File: config.mk
export PLATFORM = sky130hd
export DESIGN_NAME = cdb_arbiter
export DESIGN_NICKNAME = d
export VERILOG_FILES = /design/src/rtl/sys_defs.sv /design/src/rtl/cdb_fifo.sv /design/src/rtl/cdb_arbiter.sv
export SDC_FILE = /design/constraint.sdc
export NUM_CORES = 1
export LEC_CHECK = 0
export CORE_ASPECT_RATIO = 0.6
export CORE_UTILIZATION = 50
export CTS_BUF_LIST = sky130_fd_sc_hd__clkbuf_8
export CTS_CLUSTER_DIAMETER = 100
export DETAILED_ROUTE_END_ITERATION = 16
export GPL_ROUTABILITY_DRIVEN = 1
export HOLD_SLACK_MARGIN = 0.06
export PLACE_DENSITY_LB_ADDON = 0.15
export SLEW_MARGIN = 25
export SYNTH_ARGS = -nofsm -noshare
export SYNTH_HDL_FRONTEND = slang
export SYNTH_SLANG_ARGS = --single-unit
export TNS_END_PERCENT = 10
File: constraint.sdc
create_clock -name clock -period 6.8 [get_ports clock]
set_input_delay 1.36 -clock clock [delete_from_list [all_inputs] [get_ports clock]]
set_output_delay 1.36 -clock clock [all_outputs]
set_load 0.01 [all_outputs]
File: src/rtl/sys_defs.sv
// Shared CDB definitions: functional-unit slot order, tag/value widths and the
// broadcast packet snooped by the reservation station and map table.
package sys_defs;

    localparam int NUM_FU = 5;
    localparam int TAG_W  = 6;
    localparam int XLEN   = 32;
    localparam int SRC_W  = $clog2(NUM_FU);

    // Index order matches the reservation-station slot order
    localparam int FU_ALU = 0;
    localparam int FU_LD  = 1;
    localparam int FU_ST  = 2;
    localparam int FU_FP1 = 3;
    localparam int FU_FP2 = 4;

    typedef struct packed {
        logic             valid;
        logic [TAG_W-1:0] tag;
        logic [XLEN-1:0]  value;
        logic [SRC_W-1:0] src;
    } CDB_PACKET;

endpackage

File: src/rtl/cdb_fifo.sv
// Per-FU completion queue: small circular FIFO with occupancy count and a
// flush that empties it in one edge. Storage itself is never reset.
module cdb_fifo #(
    parameter int QDEPTH = 2,
    parameter int WIDTH  = 38
) (
    input  logic             clock,
    input  logic             reset,
    input  logic             flush,
    input  logic             push,
    input  logic             pop,
    input  logic [WIDTH-1:0] data_in,
    output logic [WIDTH-1:0] head,
    output logic             empty,
    output logic             full
);

    localparam int PTR_W = (QDEPTH > 1) ? $clog2(QDEPTH) : 1;
    localparam int CNT_W = $clog2(QDEPTH) + 1;

    logic [WIDTH-1:0] mem [QDEPTH];
    logic [PTR_W-1:0] rd_ptr;
    logic [PTR_W-1:0] wr_ptr;
    logic [CNT_W-1:0] count;
    logic             do_push;
    logic             do_pop;

    function automatic logic [PTR_W-1:0] ptr_inc(input logic [PTR_W-1:0] p);
        return (p == PTR_W'(QDEPTH - 1)) ? '0 : p + PTR_W'(1);
    endfunction

    // A push into a full queue is refused rather than overwriting the oldest entry
    assign do_push = push & ~full;
    assign do_pop  = pop & ~empty;

    assign empty = (count == '0);
    assign full  = (count == CNT_W'(QDEPTH));
    assign head  = mem[rd_ptr];

    always_ff @(posedge clock) begin
        if (reset || flush) begin
            rd_ptr <= '0;
            wr_ptr <= '0;
            count  <= '0;
        end else begin
            if (do_push) wr_ptr <= ptr_inc(wr_ptr);
            if (do_pop)  rd_ptr <= ptr_inc(rd_ptr);
            case ({do_push, do_pop})
                2'b10:   count <= count + CNT_W'(1);
                2'b01:   count <= count - CNT_W'(1);
                default: count <= count;
            endcase
        end
    end

    always_ff @(posedge clock) begin
        if (do_push) mem[wr_ptr] <= data_in;
    end

endmodule

File: src/rtl/cdb_arbiter.sv
// CDB transmit side: buffers FU completions per unit and broadcasts one per
// cycle through a round-robin grant into a registered packet.
module cdb_arbiter
    import sys_defs::*;
#(
    parameter int QDEPTH = 2
) (
    input  logic                    clock,
    input  logic                    reset,
    input  logic                    flush,
    input  logic [NUM_FU-1:0]       fu_done,
    input  logic [NUM_FU*TAG_W-1:0] fu_tag,
    input  logic [NUM_FU*XLEN-1:0]  fu_value,
    output logic [NUM_FU-1:0]       fu_stall,
    output logic                    cdb_valid,
    output logic [TAG_W-1:0]        cdb_tag,
    output logic [XLEN-1:0]         cdb_value,
    output logic [SRC_W-1:0]        cdb_src
);

    localparam int ENT_W = TAG_W + XLEN;

    logic [NUM_FU-1:0] q_empty;
    logic [NUM_FU-1:0] q_full;
    logic [NUM_FU-1:0] q_push;
    logic [NUM_FU-1:0] q_pop;
    logic [ENT_W-1:0]  q_head [NUM_FU];

    logic [NUM_FU-1:0] accept_p0;
    logic [NUM_FU-1:0] cand_vld_p0;
    logic [ENT_W-1:0]  cand_p0 [NUM_FU];
    logic              grant_vld_p0;
    logic [SRC_W-1:0]  grant_idx_p0;
    logic [ENT_W-1:0]  grant_ent_p0;

    logic [SRC_W-1:0]  rr_ptr;
    CDB_PACKET         cdb_pkt_p1;

    function automatic logic [SRC_W-1:0] src_inc(input logic [SRC_W-1:0] s);
        return (s == SRC_W'(NUM_FU - 1)) ? '0 : s + SRC_W'(1);
    endfunction

    // ---- stage p0: per-FU candidate (queue head, else bypassed incoming report)
    genvar i;
    generate
        for (i = 0; i < NUM_FU; i++) begin : g_fu
            logic granted;

            // Tag 0 is the architectural zero register and never reaches the bus
            assign accept_p0[i]   = fu_done[i] & ~q_full[i] & ~flush
                                    & (fu_tag[i*TAG_W +: TAG_W] != '0);
            assign cand_vld_p0[i] = ~q_empty[i] | accept_p0[i];
            assign cand_p0[i]     = q_empty[i]
                                    ? {fu_tag[i*TAG_W +: TAG_W], fu_value[i*XLEN +: XLEN]}
                                    : q_head[i];

            assign granted   = grant_vld_p0 & (grant_idx_p0 == SRC_W'(i));
            assign q_pop[i]  = granted & ~q_empty[i];
            assign q_push[i] = accept_p0[i] & ~(granted & q_empty[i]);

            cdb_fifo #(
                .QDEPTH (QDEPTH),
                .WIDTH  (ENT_W)
            ) u_fifo (
                .clock   (clock),
                .reset   (reset),
                .flush   (flush),
                .push    (q_push[i]),
                .pop     (q_pop[i]),
                .data_in ({fu_tag[i*TAG_W +: TAG_W], fu_value[i*XLEN +: XLEN]}),
                .head    (q_head[i]),
                .empty   (q_empty[i]),
                .full    (q_full[i])
            );
        end
    endgenerate

    // Stall depends on occupancy alone, keeping arbitration off the FU handshake path
    assign fu_stall = q_full;

    // Descending scan so the candidate nearest rr_ptr is the one left standing
    always_comb begin
        int               sum;
        logic [SRC_W-1:0] idx;
        grant_vld_p0 = 1'b0;
        grant_idx_p0 = '0;
        sum          = 0;
        idx          = '0;
        for (int k = NUM_FU - 1; k >= 0; k--) begin
            sum = int'(rr_ptr) + k;
            if (sum >= NUM_FU) sum = sum - NUM_FU;
            idx = SRC_W'(sum);
            if (cand_vld_p0[idx]) begin
                grant_vld_p0 = 1'b1;
                grant_idx_p0 = idx;
            end
        end
        grant_ent_p0 = cand_p0[grant_idx_p0];
    end

    // ---- stage p1: registered CDB packet and round-robin pointer
    always_ff @(posedge clock) begin
        if (reset) begin
            cdb_pkt_p1 <= '0;
            rr_ptr     <= '0;
        end else if (flush) begin
            cdb_pkt_p1.valid <= 1'b0;
            rr_ptr           <= '0;
        end else begin
            cdb_pkt_p1.valid <= grant_vld_p0;
            if (grant_vld_p0) begin
                cdb_pkt_p1.tag   <= grant_ent_p0[ENT_W-1 -: TAG_W];
                cdb_pkt_p1.value <= grant_ent_p0[XLEN-1:0];
                cdb_pkt_p1.src   <= grant_idx_p0;
                rr_ptr           <= src_inc(grant_idx_p0);
            end
        end
    end

    assign cdb_valid = cdb_pkt_p1.valid;
    assign cdb_tag   = cdb_pkt_p1.tag;
    assign cdb_value = cdb_pkt_p1.value;
    assign cdb_src   = cdb_pkt_p1.src;

endmodule

==> impl_metrics.tcl <==
set metrics [dict create \
    worstMarginPinSlew_ns 0.983 \
    hold_buffers 0 \
    htree_levels 3 \
    root_buffer "clkbuf_8" \
    finalClockSkew_ns 0.0310 \
    fmax_mhz 177 \
    clkSinkCount 450 \
    syn_to_final_growth_pct 22.0 \
    grt_setup_unrepaired "no" \
    die_x_um 264 \
    die-area_um2 41900 \
    worstPathRequired_ns 7.36 \
    multiInputGateArea_um2 7180 \
    power.density_nw_per_um2 508 \
    r2r_setup_slack_ns 1.45 \
    final_layout_size_suffix_gt1_share_pct 10.4 \
    min_path_type "register to register" \
    wl_per_cell_um 25.4 \
    io_buffers 244 \
    cp_cell_sequence "clkdlybuf4s50_1, nand2b_1, a22oi_1, nand4b_1, o31ai_1, o32ai_1, nor2_1, and2_1, o21ai_0, a32oi_1, buf_4, a221o_1" \
    slew_headroom_pct 34.5 \
    seq_area_um2 12800 \
    clkLatencyLatePin_ns 0.62 \
    drv_slew 0 \
    maxCapViolations 0 \
    hpwl_um 45000 \
    vdd_drop_max_v 0.000574 \
    start_kind "input port" \
    remaining_drc_errors 0 \
    syn_inst 1621 \
    grt_start_max_net_pins 79 \
    gp_congestion 0.940 \
    worstSetupEndpointType "register" \
    path_max_fanout 30 \
    whs_ns 0.497 \
    reg2reg_depth 15 \
    tritoncts "done" \
    final_area_um2 25000 \
    ys_types 74 \
    clockBufferDepth 3 \
    grtUsageTotal_pct 29.5 \
    synth-edff-count 380 \
    ioPinCount 245 \
    syn_area_um2 20500 \
    vias 14800 \
    cp.arrival_ns 6.20 \
    synth_seq_area_share_pct 62.4 \
    rows 57 \
    power.leakage_nw 8.15 \
    fin_crit_sh_pct 82.9 \
    die_h_um 159 \
    slowest_stage "and2_1" \
    synth_top_flop_cell "edfxtp_1" \
    place_area_um2 23700 \
    initial_core_util_pct 50.7 \
    finalCriticalPeriod_ns 5.64 \
    finalNetCount 2086 \
    outcome "complete, no violations" \
    synth_nets 1836 \
    numCtsBuffers 68 \
    fillers 3149 \
    r2r_start "rr_ptr[2]$_SDFFE_PP0N_" \
    grt_pass1_wl_um 90300 \
    antenna_found_initial 10 \
    syn_avg_cell_area_um2 12.7 \
    tns_ns 0 \
    ys_warn_count 0 \
    setup_viol 0 \
    core_area_um2 40400 \
    routed_wirelength_um 62400 \
    postCtsSetupBuffers 0 \
    overflow 0 \
    async_flop_share_pct 0 \
    drt_pass1_iterations 7 \
    finalHoldViolations 0 \
    via_per_inst 6.03 \
    grt_pass1_vias 13800 \
    endpoint "cdb_value[29]$_SDFFE_PP0P_" \
    crit_type "input port to register" \
    ant_nets 0 \
    power_mw 12.7 \
    max_stage_delay_ns 0.79 \
    critPathLaunch "flush" \
    clkTransAtPathRegs_ns 0.06 \
    synth-seq-cells 450 \
    r2r-end "g_fu[3].u_fifo.count[1]$_SDFFE_PP0P_" \
    ctsResizeCount 0 \
    dr.first_iter.drc_count 1984 \
]
-- through the flow --
step | setup WS [ns] | utilization [%] | cells
CTS | 1.32 | 61.9 | 2452
finish | 1.16 | 61.9 | 2454
global route | 1.02 | 61.9 | 2452
global placement | 0.722 | 58.7 | 2332
floorplan | 0.969 | - | 1621
detailed placement | 0.719 | 58.7 | 2332
-- critical path: cells and delay by family --
kind	cells	cell delay, ns
AOI/OAI and AO/OA	6	2.18
buffers and inverters	2	0.94
and+or+nand+nor	4	1.69
-- cell usage after synthesis, drive strengths merged (4+ instances only) --
| cell | instances | area (um2) |
|---|---|---|
| nor2b | 14 | 87.6 |
| mux2i | 198 | 1980 |
| clkbuf | 88 | 330 |
| a21oi | 60 | 300 |
| nand3 | 6 | 30.0 |
| inv | 17 | 63.8 |
| a21o | 5 | 37.5 |
| buf | 36 | 223 |
| o31ai | 4 | 48.8 |
| o211ai | 79 | 598 |
| a221o | 38 | 380 |
| nor2 | 95 | 357 |
| o21ai | 130 | 651 |
| edfxtp | 380 | 11400 |
| a22oi | 4 | 30.0 |
| nand2b | 13 | 81.3 |
| a211o | 5 | 43.8 |
| and3 | 5 | 31.3 |
| a211oi | 43 | 323 |
| xnor2 | 13 | 114 |
| or3 | 6 | 37.5 |
| a32oi | 38 | 333 |
| and2 | 8 | 55.1 |
| dfxtp | 70 | 1400 |
| nand2 | 165 | 619 |
| or2 | 6 | 37.5 |
| xor2 | 6 | 52.6 |
| nand4 | 5 | 31.3 |
| nor3 | 8 | 50.1 |
| a31oi | 5 | 31.3 |
| nor4 | 11 | 103 |
| a31o | 4 | 35.0 |
| mux2 | 4 | 45.0 |
| ha | 16 | 200 |
-- cells in the final DEF (no fill, tap or decap), drive strengths merged, types with 8 or more instances in the layout --
master / n
inv: 43
nor2b: 14
and2: 8
nand2: 165
a211oi: 43
xnor2: 13
mux2i: 198
ha: 16
a221o: 38
o21ai: 130
dfxtp: 70
a21oi: 60
clkinv: 12
clkdlybuf4s50: 244
nor2: 95
a32oi: 38
clkbuf: 77
edfxtp: 380
buf: 60
nand2b: 13
o211ai: 79
nor4: 11
nor3: 8
-- power by group --
part | switching, mW | total, mW | internal, mW
sequential | 0.151 | 3.61 | 3.46
clock | 1.05 | 2.16 | 1.12
combinational | 4.75 | 6.96 | 2.20
-- layout make-up --
class,instances,area share (%)
Sequential cell,450,51.2
Multi-Input combinational cell,1030,28.7
Timing Repair Buffer,304,12.0
Clock buffer,77,4.23
Tap cell,531,2.65
Clock inverter,43,0.979
Inverter,17,0.255
Antenna cell,2,0.0200
-- worst min path at each step --
stage                                         end  slack [ns]  cells after the start                                from
2_1_floorplan  g_fu[0].u_fifo.wr_ptr$_SDFFE_PP0N_        0.45                      2  g_fu[0].u_fifo.wr_ptr$_SDFFE_PP0N_
3_3_place_gp           cdb_value[11]$_SDFFE_PP0P_        0.47                      1          cdb_value[11]$_SDFFE_PP0P_
3_5_place_dp           cdb_value[13]$_SDFFE_PP0P_        0.48                      1          cdb_value[13]$_SDFFE_PP0P_
4_1_cts                cdb_value[10]$_SDFFE_PP0P_        0.49                      1          cdb_value[10]$_SDFFE_PP0P_
5_1_grt                cdb_value[10]$_SDFFE_PP0P_        0.52                      1          cdb_value[10]$_SDFFE_PP0P_
6_report               cdb_value[13]$_SDFFE_PP0P_        0.50                      1          cdb_value[13]$_SDFFE_PP0P_
-- cells by family after synthesis --
logic type      synth area share [%]
flops                           62.4
simple gates                    7.85
xor+xnor                       0.811
buf+inv                         3.01
mux                             9.88
fa+ha+maj                       1.07
compound gates                  14.9
-- registers in the layout, indices dropped and copies added, names as in the netlist, named ones only --
| register | count |
|---|---|
| g_fu.u_fifo.wr_ptr | 5 |
| cdb_tag | 6 |
| cdb_value | 32 |
| g_fu.u_fifo.mem | 380 |
| g_fu.u_fifo.count | 10 |
| cdb_valid | 1 |
| cdb_src | 3 |
| g_fu.u_fifo.rd_ptr | 5 |
| rr_ptr | 3 |
-- per-layer routing --
metal | share of wire, % | wire length, um | up-vias | global-route usage (%)
li1 | - | - | 6768 | -
met1 | 49 | 30300 | 7283 | 48.7
met2 | 39 | 24000 | 664 | 37.2
met3 | 12 | 7190 | 78 | 9.40
met4 | 1.3 | 786 | 12 | 5.05
met5 | 0.13 | 80 | - | 0
(Power assumes the default switching activity.)
